### src/rtl/dmem_bus_bridge_if.sv
// rtl/dmem_bus_bridge_if.sv - external peripheral req/ack bus between bridge and peripheral
interface dmem_bus_bridge_if;
  logic        ext_req;
  logic [29:0] ext_addr;
  logic [3:0]  ext_we;
  logic [31:0] ext_wdata;
  logic        ext_ack;
  logic [31:0] ext_rdata;

  modport master (
    output ext_req,
    output ext_addr,
    output ext_we,
    output ext_wdata,
    input  ext_ack,
    input  ext_rdata
  );

  modport slave (
    input  ext_req,
    input  ext_addr,
    input  ext_we,
    input  ext_wdata,
    output ext_ack,
    output ext_rdata
  );
endinterface

### src/rtl/dmem_bus_bridge.sv
// rtl/dmem_bus_bridge.sv - routes core word accesses to local BRAM or a stalling req/ack peripheral port
module dmem_bus_bridge #(
  parameter int unsigned RAM_AW     = 12,
  parameter logic [3:0]  EXT_REGION = 4'hF,
  parameter int unsigned TIMEOUT    = 255,
  parameter logic [31:0] ERR_DATA   = 32'hDEADBEEF
) (
  input  logic              clk,
  input  logic              reset_n,
  input  logic [29:0]       mem_addr,
  input  logic [3:0]        mem_we,
  input  logic              mem_ce,
  input  logic [31:0]       mem_d,
  output logic [31:0]       mem_q,
  output logic              stall,
  output logic [RAM_AW-1:0] ram_addr,
  output logic [3:0]        ram_we,
  output logic              ram_ce,
  output logic [31:0]       ram_d,
  input  logic [31:0]       ram_q,
  dmem_bus_bridge_if.master ext,
  output logic              bus_err,
  input  logic              err_clr
);
  localparam logic [15:0] CNT_LAST = 16'(TIMEOUT - 1);

  typedef enum logic [1:0] {
    IDLE = 2'd0,
    WAIT = 2'd1,
    DONE = 2'd2
  } state_t;

  state_t      state_q, state_d;
  logic        ext_req_q, ext_req_d;
  logic [29:0] ext_addr_q, ext_addr_d;
  logic [3:0]  ext_we_q, ext_we_d;
  logic [31:0] ext_wdata_q, ext_wdata_d;
  logic [31:0] hold_q, hold_d;
  logic        q_sel_q, q_sel_d;
  logic        bus_err_q, bus_err_d;
  logic [15:0] cnt_q, cnt_d;
  logic        is_ext;
  logic        stall_raw;
  logic        timeout_hit;

  assign is_ext   = (mem_addr[29:26] == EXT_REGION);
  assign ram_ce   = mem_ce & ~is_ext;
  assign ram_we   = ram_ce ? mem_we : 4'b0000;
  assign ram_addr = mem_addr[RAM_AW-1:0];
  assign ram_d    = mem_d;

  always_comb begin
    state_d     = state_q;
    ext_req_d   = ext_req_q;
    ext_addr_d  = ext_addr_q;
    ext_we_d    = ext_we_q;
    ext_wdata_d = ext_wdata_q;
    hold_d      = hold_q;
    q_sel_d     = q_sel_q;
    cnt_d       = cnt_q;
    stall_raw   = 1'b0;
    timeout_hit = 1'b0;

    case (state_q)
      IDLE: begin
        if (mem_ce && is_ext) begin
          stall_raw   = 1'b1;
          ext_req_d   = 1'b1;
          ext_addr_d  = mem_addr;
          ext_we_d    = mem_we;
          ext_wdata_d = mem_d;
          cnt_d       = 16'd0;
          state_d     = WAIT;
        end
      end
      WAIT: begin
        stall_raw = 1'b1;
        cnt_d     = cnt_q + 16'd1;
        // An ack arriving on the last allowed cycle still completes normally.
        if (ext.ext_ack) begin
          if (ext_we_q == 4'b0000) hold_d = ext.ext_rdata;
          ext_req_d = 1'b0;
          state_d   = DONE;
        end else if (cnt_q == CNT_LAST) begin
          timeout_hit = 1'b1;
          if (ext_we_q == 4'b0000) hold_d = ERR_DATA;
          ext_req_d = 1'b0;
          state_d   = DONE;
        end
      end
      DONE: begin
        state_d = IDLE;
      end
      default: begin
        state_d = IDLE;
      end
    endcase

    if (mem_ce && !stall_raw) q_sel_d = is_ext;

    bus_err_d = timeout_hit ? 1'b1 : (err_clr ? 1'b0 : bus_err_q);
  end

  always_ff @(posedge clk or negedge reset_n) begin
    if (!reset_n) begin
      state_q     <= IDLE;
      ext_req_q   <= 1'b0;
      ext_addr_q  <= 30'd0;
      ext_we_q    <= 4'd0;
      ext_wdata_q <= 32'd0;
      hold_q      <= 32'd0;
      q_sel_q     <= 1'b0;
      bus_err_q   <= 1'b0;
      cnt_q       <= 16'd0;
    end else begin
      state_q     <= state_d;
      ext_req_q   <= ext_req_d;
      ext_addr_q  <= ext_addr_d;
      ext_we_q    <= ext_we_d;
      ext_wdata_q <= ext_wdata_d;
      hold_q      <= hold_d;
      q_sel_q     <= q_sel_d;
      bus_err_q   <= bus_err_d;
      cnt_q       <= cnt_d;
    end
  end

  // Stall must fall with reset even if the core is still presenting an external request.
  assign stall         = stall_raw & reset_n;
  assign mem_q         = q_sel_q ? hold_q : ram_q;
  assign bus_err       = bus_err_q;
  assign ext.ext_req   = ext_req_q;
  assign ext.ext_addr  = ext_addr_q;
  assign ext.ext_we    = ext_we_q;
  assign ext.ext_wdata = ext_wdata_q;
endmodule
### src/flat_wrapper.sv
// flat-port wrapper written by rule: the top's interface ports become plain ports
module dmem_bus_bridge_flat 
#(
  parameter int unsigned RAM_AW     = 12,
  parameter logic [3:0]  EXT_REGION = 4'hF,
  parameter int unsigned TIMEOUT    = 255,
  parameter logic [31:0] ERR_DATA   = 32'hDEADBEEF
)
  (clk, reset_n, mem_addr, mem_we, mem_ce, mem_d, mem_q, stall, ram_addr, ram_we, ram_ce, ram_d, ram_q, bus_err, err_clr, ext_ext_req, ext_ext_addr, ext_ext_we, ext_ext_wdata, ext_ext_ack, ext_ext_rdata);
  dmem_bus_bridge_if ext_i ();
  input  logic clk;
  input  logic reset_n;
  input  logic [29:0] mem_addr;
  input  logic [3:0] mem_we;
  input  logic mem_ce;
  input  logic [31:0] mem_d;
  output logic [31:0] mem_q;
  output logic stall;
  output logic [RAM_AW-1:0] ram_addr;
  output logic [3:0] ram_we;
  output logic ram_ce;
  output logic [31:0] ram_d;
  input  logic [31:0] ram_q;
  output logic bus_err;
  input  logic err_clr;
  output wire logic [$bits(ext_i.ext_req)-1:0] ext_ext_req;
  output wire logic [$bits(ext_i.ext_addr)-1:0] ext_ext_addr;
  output wire logic [$bits(ext_i.ext_we)-1:0] ext_ext_we;
  output wire logic [$bits(ext_i.ext_wdata)-1:0] ext_ext_wdata;
  input wire logic [$bits(ext_i.ext_ack)-1:0] ext_ext_ack;
  input wire logic [$bits(ext_i.ext_rdata)-1:0] ext_ext_rdata;
  assign ext_ext_req = ext_i.ext_req;
  assign ext_ext_addr = ext_i.ext_addr;
  assign ext_ext_we = ext_i.ext_we;
  assign ext_ext_wdata = ext_i.ext_wdata;
  assign ext_i.ext_ack = ext_ext_ack;
  assign ext_i.ext_rdata = ext_ext_rdata;
  dmem_bus_bridge #(.RAM_AW(RAM_AW), .EXT_REGION(EXT_REGION), .TIMEOUT(TIMEOUT), .ERR_DATA(ERR_DATA)) u_core (.clk(clk), .reset_n(reset_n), .mem_addr(mem_addr), .mem_we(mem_we), .mem_ce(mem_ce), .mem_d(mem_d), .mem_q(mem_q), .stall(stall), .ram_addr(ram_addr), .ram_we(ram_we), .ram_ce(ram_ce), .ram_d(ram_d), .ram_q(ram_q), .ext(ext_i), .bus_err(bus_err), .err_clr(err_clr));
endmodule
### config.mk
export PLATFORM = sky130hd
export DESIGN_NAME = dmem_bus_bridge_flat
export DESIGN_NICKNAME = d
export VERILOG_FILES = /design/src/rtl/dmem_bus_bridge_if.sv /design/src/rtl/dmem_bus_bridge.sv /design/src/flat_wrapper.sv
export SDC_FILE = /design/constraint.sdc
export NUM_CORES = 1
export LEC_CHECK = 0
export ABC_AREA = 0
export CORE_ASPECT_RATIO = 1.25
export CORE_MARGIN = 5
export CORE_UTILIZATION = 43
export DETAILED_ROUTE_END_ITERATION = 10
export PLACE_DENSITY = 0.91
export SYNTH_ARGS = -nofsm -noshare
export SYNTH_HDL_FRONTEND = slang
export SYNTH_SLANG_ARGS = --single-unit
### constraint.sdc
create_clock -name clk -period 4.7 [get_ports clk]
set_clock_uncertainty 0.1 [all_clocks]
set_input_delay 0.94 -clock clk [delete_from_list [all_inputs] [get_ports clk]]
set_output_delay 0.94 -clock clk [all_outputs]
set_load 0.02 [all_outputs]
==> results of run 1 <==
[power by group through the flow]
stage / clock (mW) / sequential [mW] / combinational [mW]
final: 1.32 / 1.48 / 1.00
after global routing: 1.39 / 1.52 / 1.08
after CTS: 1.34 / 1.48 / 1.02
after detailed placement: 0 / 1.49 / 1.01
after global placement: 0 / 1.48 / 0.988
after floorplan: 0 / 1.59 / 0.358
[stage by stage]
stage / area (um^2) / setup slack [ns] / power [mW]
2_1_floorplan: 5480 / 1.76 / 1.95
4_1_cts: 8740 / 0.651 / 3.84
5_1_grt: 8740 / 0.627 / 3.99
3_5_place_dp: 8130 / 0.651 / 2.50
3_3_place_gp: 8130 / 0.693 / 2.46
6_report: 8740 / 0.634 / 3.80
[final cells by class]
cell class,instances,area (um^2),share of cell area (%)
clock buffer,18,439,5.03
inverter,4,15.0,0.172
timing repair buffer,292,2900,33.2
clock inverter,14,175,2.00
multi-input combinational,346,2020,23.1
sequential,119,2980,34.1
tap,168,210,2.41
[cells in the final DEF (no fill, tap or decap), types with 2 or more instances in the layout]
cell and count:
clkdlybuf4s50_1 283, nand2_1 196, dfrtp_1 119, mux2_2 32, o22a_1 20, clkbuf_16 17, buf_4 9, nand3_1 8
o21ai_0 8, nand4_1 8, a22o_1 8, nand2b_1 6, clkinvlp_4 6, and2_1 5, o31ai_1 5, inv_1 4
nor2_1 4, o22a_2 4, nor2b_1 3, o211ai_1 3, a21oi_1 3, bufinv_16 3, clkinv_4 3, a31oi_1 2
nor3_2 2, and3_1 2, and3_2 2, mux2i_1 2, a41oi_1 2, xor2_1 2, ha_1 2
[final timing paths]
check                                                             to  cells after the start  slack, ns
worst max-delay path                                       ram_we[0]                      5       0.63
worst min-delay path             u_core.ext.ext_addr[28]$_DFFE_PN0P_                      1       0.37
worst max register to register          u_core.hold_q[6]$_DFFE_PN0P_                      6       2.29
worst min register to register   u_core.ext.ext_addr[28]$_DFFE_PN0P_                      1       0.37
max in group asynchronous        u_core.ext.ext_wdata[7]$_DFFE_PN0P_                      3       2.66
min in group asynchronous       u_core.ext.ext_wdata[29]$_DFFE_PN0P_                      2       0.56
[metal layers]
layer,up-vias,wire length (um)
li1,2265,-
met1,2292,6400
met2,240,8410
met3,22,1460
met4,0,345
met5,-,0
[state kept, by name, indices dropped and copies added, names as in the netlist]
name,flops
u_core.hold_q,32
u_core.ext.ext_req,1
u_core.state_q,2
u_core.ext.ext_wdata,32
u_core.cnt_q,16
u_core.ext.ext_we,4
u_core.q_sel_q,1
u_core.bus_err,1
u_core.ext.ext_addr,30
[worst reg2reg max path, stage by stage, from the launching register on]
cell	delay [ns]
dfrtp_1	0.42
inv_1	0.08
ha_1	0.16
nor4b_4	0.26
a41oi_4	0.20
nor3_4	0.82
o22a_2	0.30
[cells by family (layout without fill, tap and decap cells)]
group / after synthesis / count (layout) / share of synthesized area, %
flops: 119 / 119 / 54.3
compound gates: 61 / 61 / 9.11
xor+xnor: 2 / 2 / 0.320
fa+ha+maj: 2 / 2 / 0.456
buf+inv: 77 / 328 / 8.90
simple gates: 247 / 247 / 20.0
mux: 34 / 34 / 6.94
==> impl_metrics.ini, run 1 <==
[drt]
route.detailed.drc = 0
vias = 4819
antenna_left = 0
drtIter0Drc = 171
vias_per_cell = 5.01
first_pass_iters = 4
wire_per_inst_um = 17.3
finalWirelength_mm = 16.6

[layout]
final_cells = 961
nFillCells = 876
syn2layout_area_growth_pct = 59.4
fin_util_pct = 69.3
final_nets = 917
post_route_cells_drive_above_1_share_pct = 11.5
diodes = 0

[pwr]
sw_frac_of_total_pct = 29.8
power_density_nw_per_um2 = 435
internal_power_mw = 2.67
total_leakage_power_nw = 3.84
power.share.clock_pct = 34.7
pwr-share-comb_pct = 26.4
p_sw_mw = 1.13
peakVddDrop_mv = 0.233
seqPwrFrac_pct = 38.9

[placement]
placed_cells = 929
port_buffers = 284
place_congestion = 0.837
place_hpwl_mm = 12.5

[timing]
finalMaxSlewViolations = 0
fmaxAchievable_mhz = 246
setup_viol = 0
worst_pin_slew_ns = 0.979
setup_tns_ns = 0
maxSlewHeadroom_pct = 34.5
rsz0062_at_grt = no
whs_ns = 0.369
fin_crit_sh_pct = 86.5
finalCriticalPeriod_ns = 4.07
final-hold-violation-count = 0

[synthesis]
synth_cell_types = 46
synth_area_per_cell_um2 = 10.1
synth_warnings = 0
ys.flop_type = dfrtp_1
synth_common_cells = nand2_1 (196), dfrtp_1 (119), buf_4 (44)
synth_top_area_share_pct = 54.3
synthesis.area_um2 = 5480
async_reset_ff_share_pct = 100
yosys-top-cells-area = dfrtp_1 (54%), nand2_1 (13%), mux2_2 (6.6%)
synth.most_common_cell = nand2_1
synth_fp_nets = 679
yosysSeqAreaShare_pct = 54.3
synth_area_leader_cell = dfrtp_1
synth-edff-count = 0
synth-seq-cells = 119
synth_cells = 542

[critical_path]
critical_path.max_fanout = 6
cp.required_ns = 3.66
start_kind = input port
max_stage_delay_ns = 0.61
critPathKind = input port to primary output
worst_path_most_repeated_cell = clkdlybuf4s50_1
startpoint = mem_addr[29]
critPathTopFamily = simple AND/OR/NAND/NOR gates
cp-end-kind = primary output
cp_cell_sequence = clkdlybuf4s50_1 -> and4_1 -> nor2b_1 -> and2_1 -> clkdlybuf4s50_1
path_buf_inv = 2
slowest_stage = clkdlybuf4s50_1
worstReg2RegStart = u_core.cnt_q[0]$_DFFE_PN0P_
cp.arrival_ns = 3.03

[floorplanning]
num_rows = 46
initial_core_util_pct = 43.5
core_area_um2 = 12600
ioPinCount = 285
die_y_um = 136
dieArea_um2 = 15100
fp.dieW_um = 111

[clock_tree]
cts_tree = done
insertion_delay_ns = 0.40
cts_buffer_depth = 2
cts_setup_buffers = 0
postCtsResizedCells = 0
clkSlewWorstSetupHoldPaths_ns = 0.06
h-tree-depth = 4
cts_made_buffers = 17
postCtsHoldBufs = 0
cts_root_buffer = clkbuf_16
clock_sinks = 119

[global_route]
grt.total_usage_pct = 22.2
grtUsageMet3_pct = 8.59
grt_util_met1_pct = 24.9
grt-ovfl-total = 0
grt_busiest_layer = met2
antenna_found_initial = 0
grt_pass1_wl_mm = 26.8
use_met2_pct = 38.7
grt_pass1_vias = 5125
grt_max_degree = 67

[min_path]
min_path_type = flip-flop to flip-flop
hold_start = u_core.ext.ext_addr[28]$_DFFE_PN0P_

[flow_run]
cap_violations = 0

[outcome]
outcome = finished clean
Power figures use the tool's default switching activity.
==> run 2: changes to the inputs <==
--- a/config.mk
+++ b/config.mk
@@ -9,6 +9,7 @@
 export CORE_ASPECT_RATIO = 1.25
 export CORE_MARGIN = 5
 export CORE_UTILIZATION = 43
+export CTS_CLUSTER_DIAMETER = 200
 export DETAILED_ROUTE_END_ITERATION = 10
 export PLACE_DENSITY = 0.91
 export SYNTH_ARGS = -nofsm -noshare
==> results of run 2 <==
Same layout as run 1: the final DEF is identical, and so are final timing and power.
==> run 3: changes to the inputs <==
--- a/config.mk
+++ b/config.mk
@@ -12,6 +12,7 @@
 export CTS_CLUSTER_DIAMETER = 200
 export DETAILED_ROUTE_END_ITERATION = 10
 export PLACE_DENSITY = 0.91
+export SLEW_MARGIN = 5
 export SYNTH_ARGS = -nofsm -noshare
 export SYNTH_HDL_FRONTEND = slang
 export SYNTH_SLANG_ARGS = --single-unit
==> results of run 3 <==
Same layout as run 1: the final DEF is identical, and so are final timing and power.
==> RTL edit: new RTL, flow settings as in run 3 <==
`RAM_AW` is set to 12 in 2 places; all go to 10.
--- a/src/rtl/dmem_bus_bridge.sv
+++ b/src/rtl/dmem_bus_bridge.sv
@@ -1,6 +1,6 @@
 // rtl/dmem_bus_bridge.sv - routes core word accesses to local BRAM or a stalling req/ack peripheral port
 module dmem_bus_bridge #(
-  parameter int unsigned RAM_AW     = 12,
+  parameter int unsigned RAM_AW     = 10,
   parameter logic [3:0]  EXT_REGION = 4'hF,
   parameter int unsigned TIMEOUT    = 255,
   parameter logic [31:0] ERR_DATA   = 32'hDEADBEEF
--- a/src/flat_wrapper.sv
+++ b/src/flat_wrapper.sv
@@ -1,7 +1,7 @@
 // flat-port wrapper written by rule: the top's interface ports become plain ports
 module dmem_bus_bridge_flat 
 #(
-  parameter int unsigned RAM_AW     = 12,
+  parameter int unsigned RAM_AW     = 10,
   parameter logic [3:0]  EXT_REGION = 4'hF,
   parameter int unsigned TIMEOUT    = 255,
   parameter logic [31:0] ERR_DATA   = 32'hDEADBEEF
Interface: changed (resized ram_addr); port bits go from 285 to 283. The function was not compared with the original's and may differ.
==> RTL edit against run 3 <==
  * Non-clock buffer count fell by 1
  * Worst setup slack improved by 210 ps
  * Hold slack worse by 4.5 ps
  * Global-route usage up 0.16 points
  * Final area fell by 0.43%
  * Sequential share of layout area grew 0.15 points
  * Synthesized cell count decreased by 0.37%
  * Sequential cell count did not move
  * Synthesized area fell by 0.27%
  * Power fell by 0.98%
  * Final cell count is 0.10% lower
  * Register-to-register slack worse by 30 ps
  * Largest cell class unchanged
  * Wire length up 2.8%
==> RTL edit: results (changes against run 3) <==
Outcome: finished clean
Final #Nets: 916 (-0.11%)
Leak: 3.83 nW (-0.29%)
Post-Synth XOR/XNOR Area: 0.320% (+0.00088 points)
DR WL met2: 8.56 mm (+1.8%)
Met2 usage: 38.2% (-0.51 points)
Sequential cell area share: 34.2% (+0.15 points)
Gr usage total: 22.4% (+0.16 points)
Fill count: 910 (+3.9%)
WL met1: 6.62 mm (+3.5%)
Placed instance area: 8110 µm² (-0.15%)
ClkCell Share: 6.77% (-0.26 points)
Worst-Skew Late Latency: 420 ps (+20 ps)
Pre-CTS setup slack: 889 ps (+238 ps)
Peak supply drop: 247 µV (+6.0%)
Most area-consuming cells after synthesis: dfrtp_1, nand2_1, mux2_2
Met1 Track Usage GR: 25.5% (+0.55 points)
Synth Net Count: 677 (-0.29%)
Commonest cells in the synthesized netlist: nand2_1, dfrtp_1, buf_4
Final WL: 17.1 mm (+2.8%)
Post-synthesis area per instance: 10.1 µm² (about the same)
HPWL Detailed: 12.5 mm (+0.15%)
Number of port buffers: 282 (-0.70%)
Via density: 5.02 (about the same)
Post-synthesis compound-gate area fraction: 9.13% (+0.025 points)
Via count: 4817 (-0.042%)
Utilization after layout: 69.0% (-0.30 points)
Fraction of layout cells with a size suffix above 1: 11.6% (+0.14 points)
1st-iter DRT viols: 184 (+7.6%)
First-pass GRT wire length: 26.4 mm (-1.4%)
NonClk Buf Share: 33.2% (about the same)
Worst-path maximum fanout: 7 (+1)
Signal buffers: 291 (-0.34%)
Met3 wire len: 1.33 mm (-8.6%)
Largest net degree at the start of global routing: 71 (+6.0%)
RD Place Congestion: 0.871 (+4.1%)
Vias in the first global route: 5034 (-1.8%)
Seq/Total Area, Yosys: 54.5% (+0.15 points)
Max Root-Sink Buffers: 2 (unchanged)
Multiplexer share of the synthesized area: 6.96% (+0.019 points)
Grt met3 use: 7.93% (-0.67 points)
RTL edit: changes by cell type after synthesis:
cell   change
buf_4      -2
RTL edit: final timing paths:
path / startpoint / endpoint / slack (ps) / depth (start not counted)
hold reg to reg: u_core.ext.ext_addr[26] / u_core.ext.ext_addr[26] / 360 / 1
setup / recovery: mem_addr[29] / stall / 840 / 6
max in group asynchronous: reset_n / u_core.ext.ext_wdata[10] / 2650 / 3
setup reg to reg: u_core.cnt_q[0] / u_core.hold_q[5] / 2260 / 6
min in group asynchronous: reset_n / u_core.cnt_q[15] / 590 / 2
hold / removal: u_core.ext.ext_addr[26] / u_core.ext.ext_addr[26] / 360 / 1
RTL edit: report_power, final:
part,internal [mW],switching [mW]
registers,1.29,0.183
clock network,0.796,0.491
logic,0.531,0.476
total,2.62,1.15
RTL edit: worst register-to-register path, cell delays in order (launching register included):
cell and delay [ps]:
dfrtp_1 430, inv_1 90, ha_1 190, nor4b_4 280, a41oi_4 220, nor3_4 780, o22a_2 310
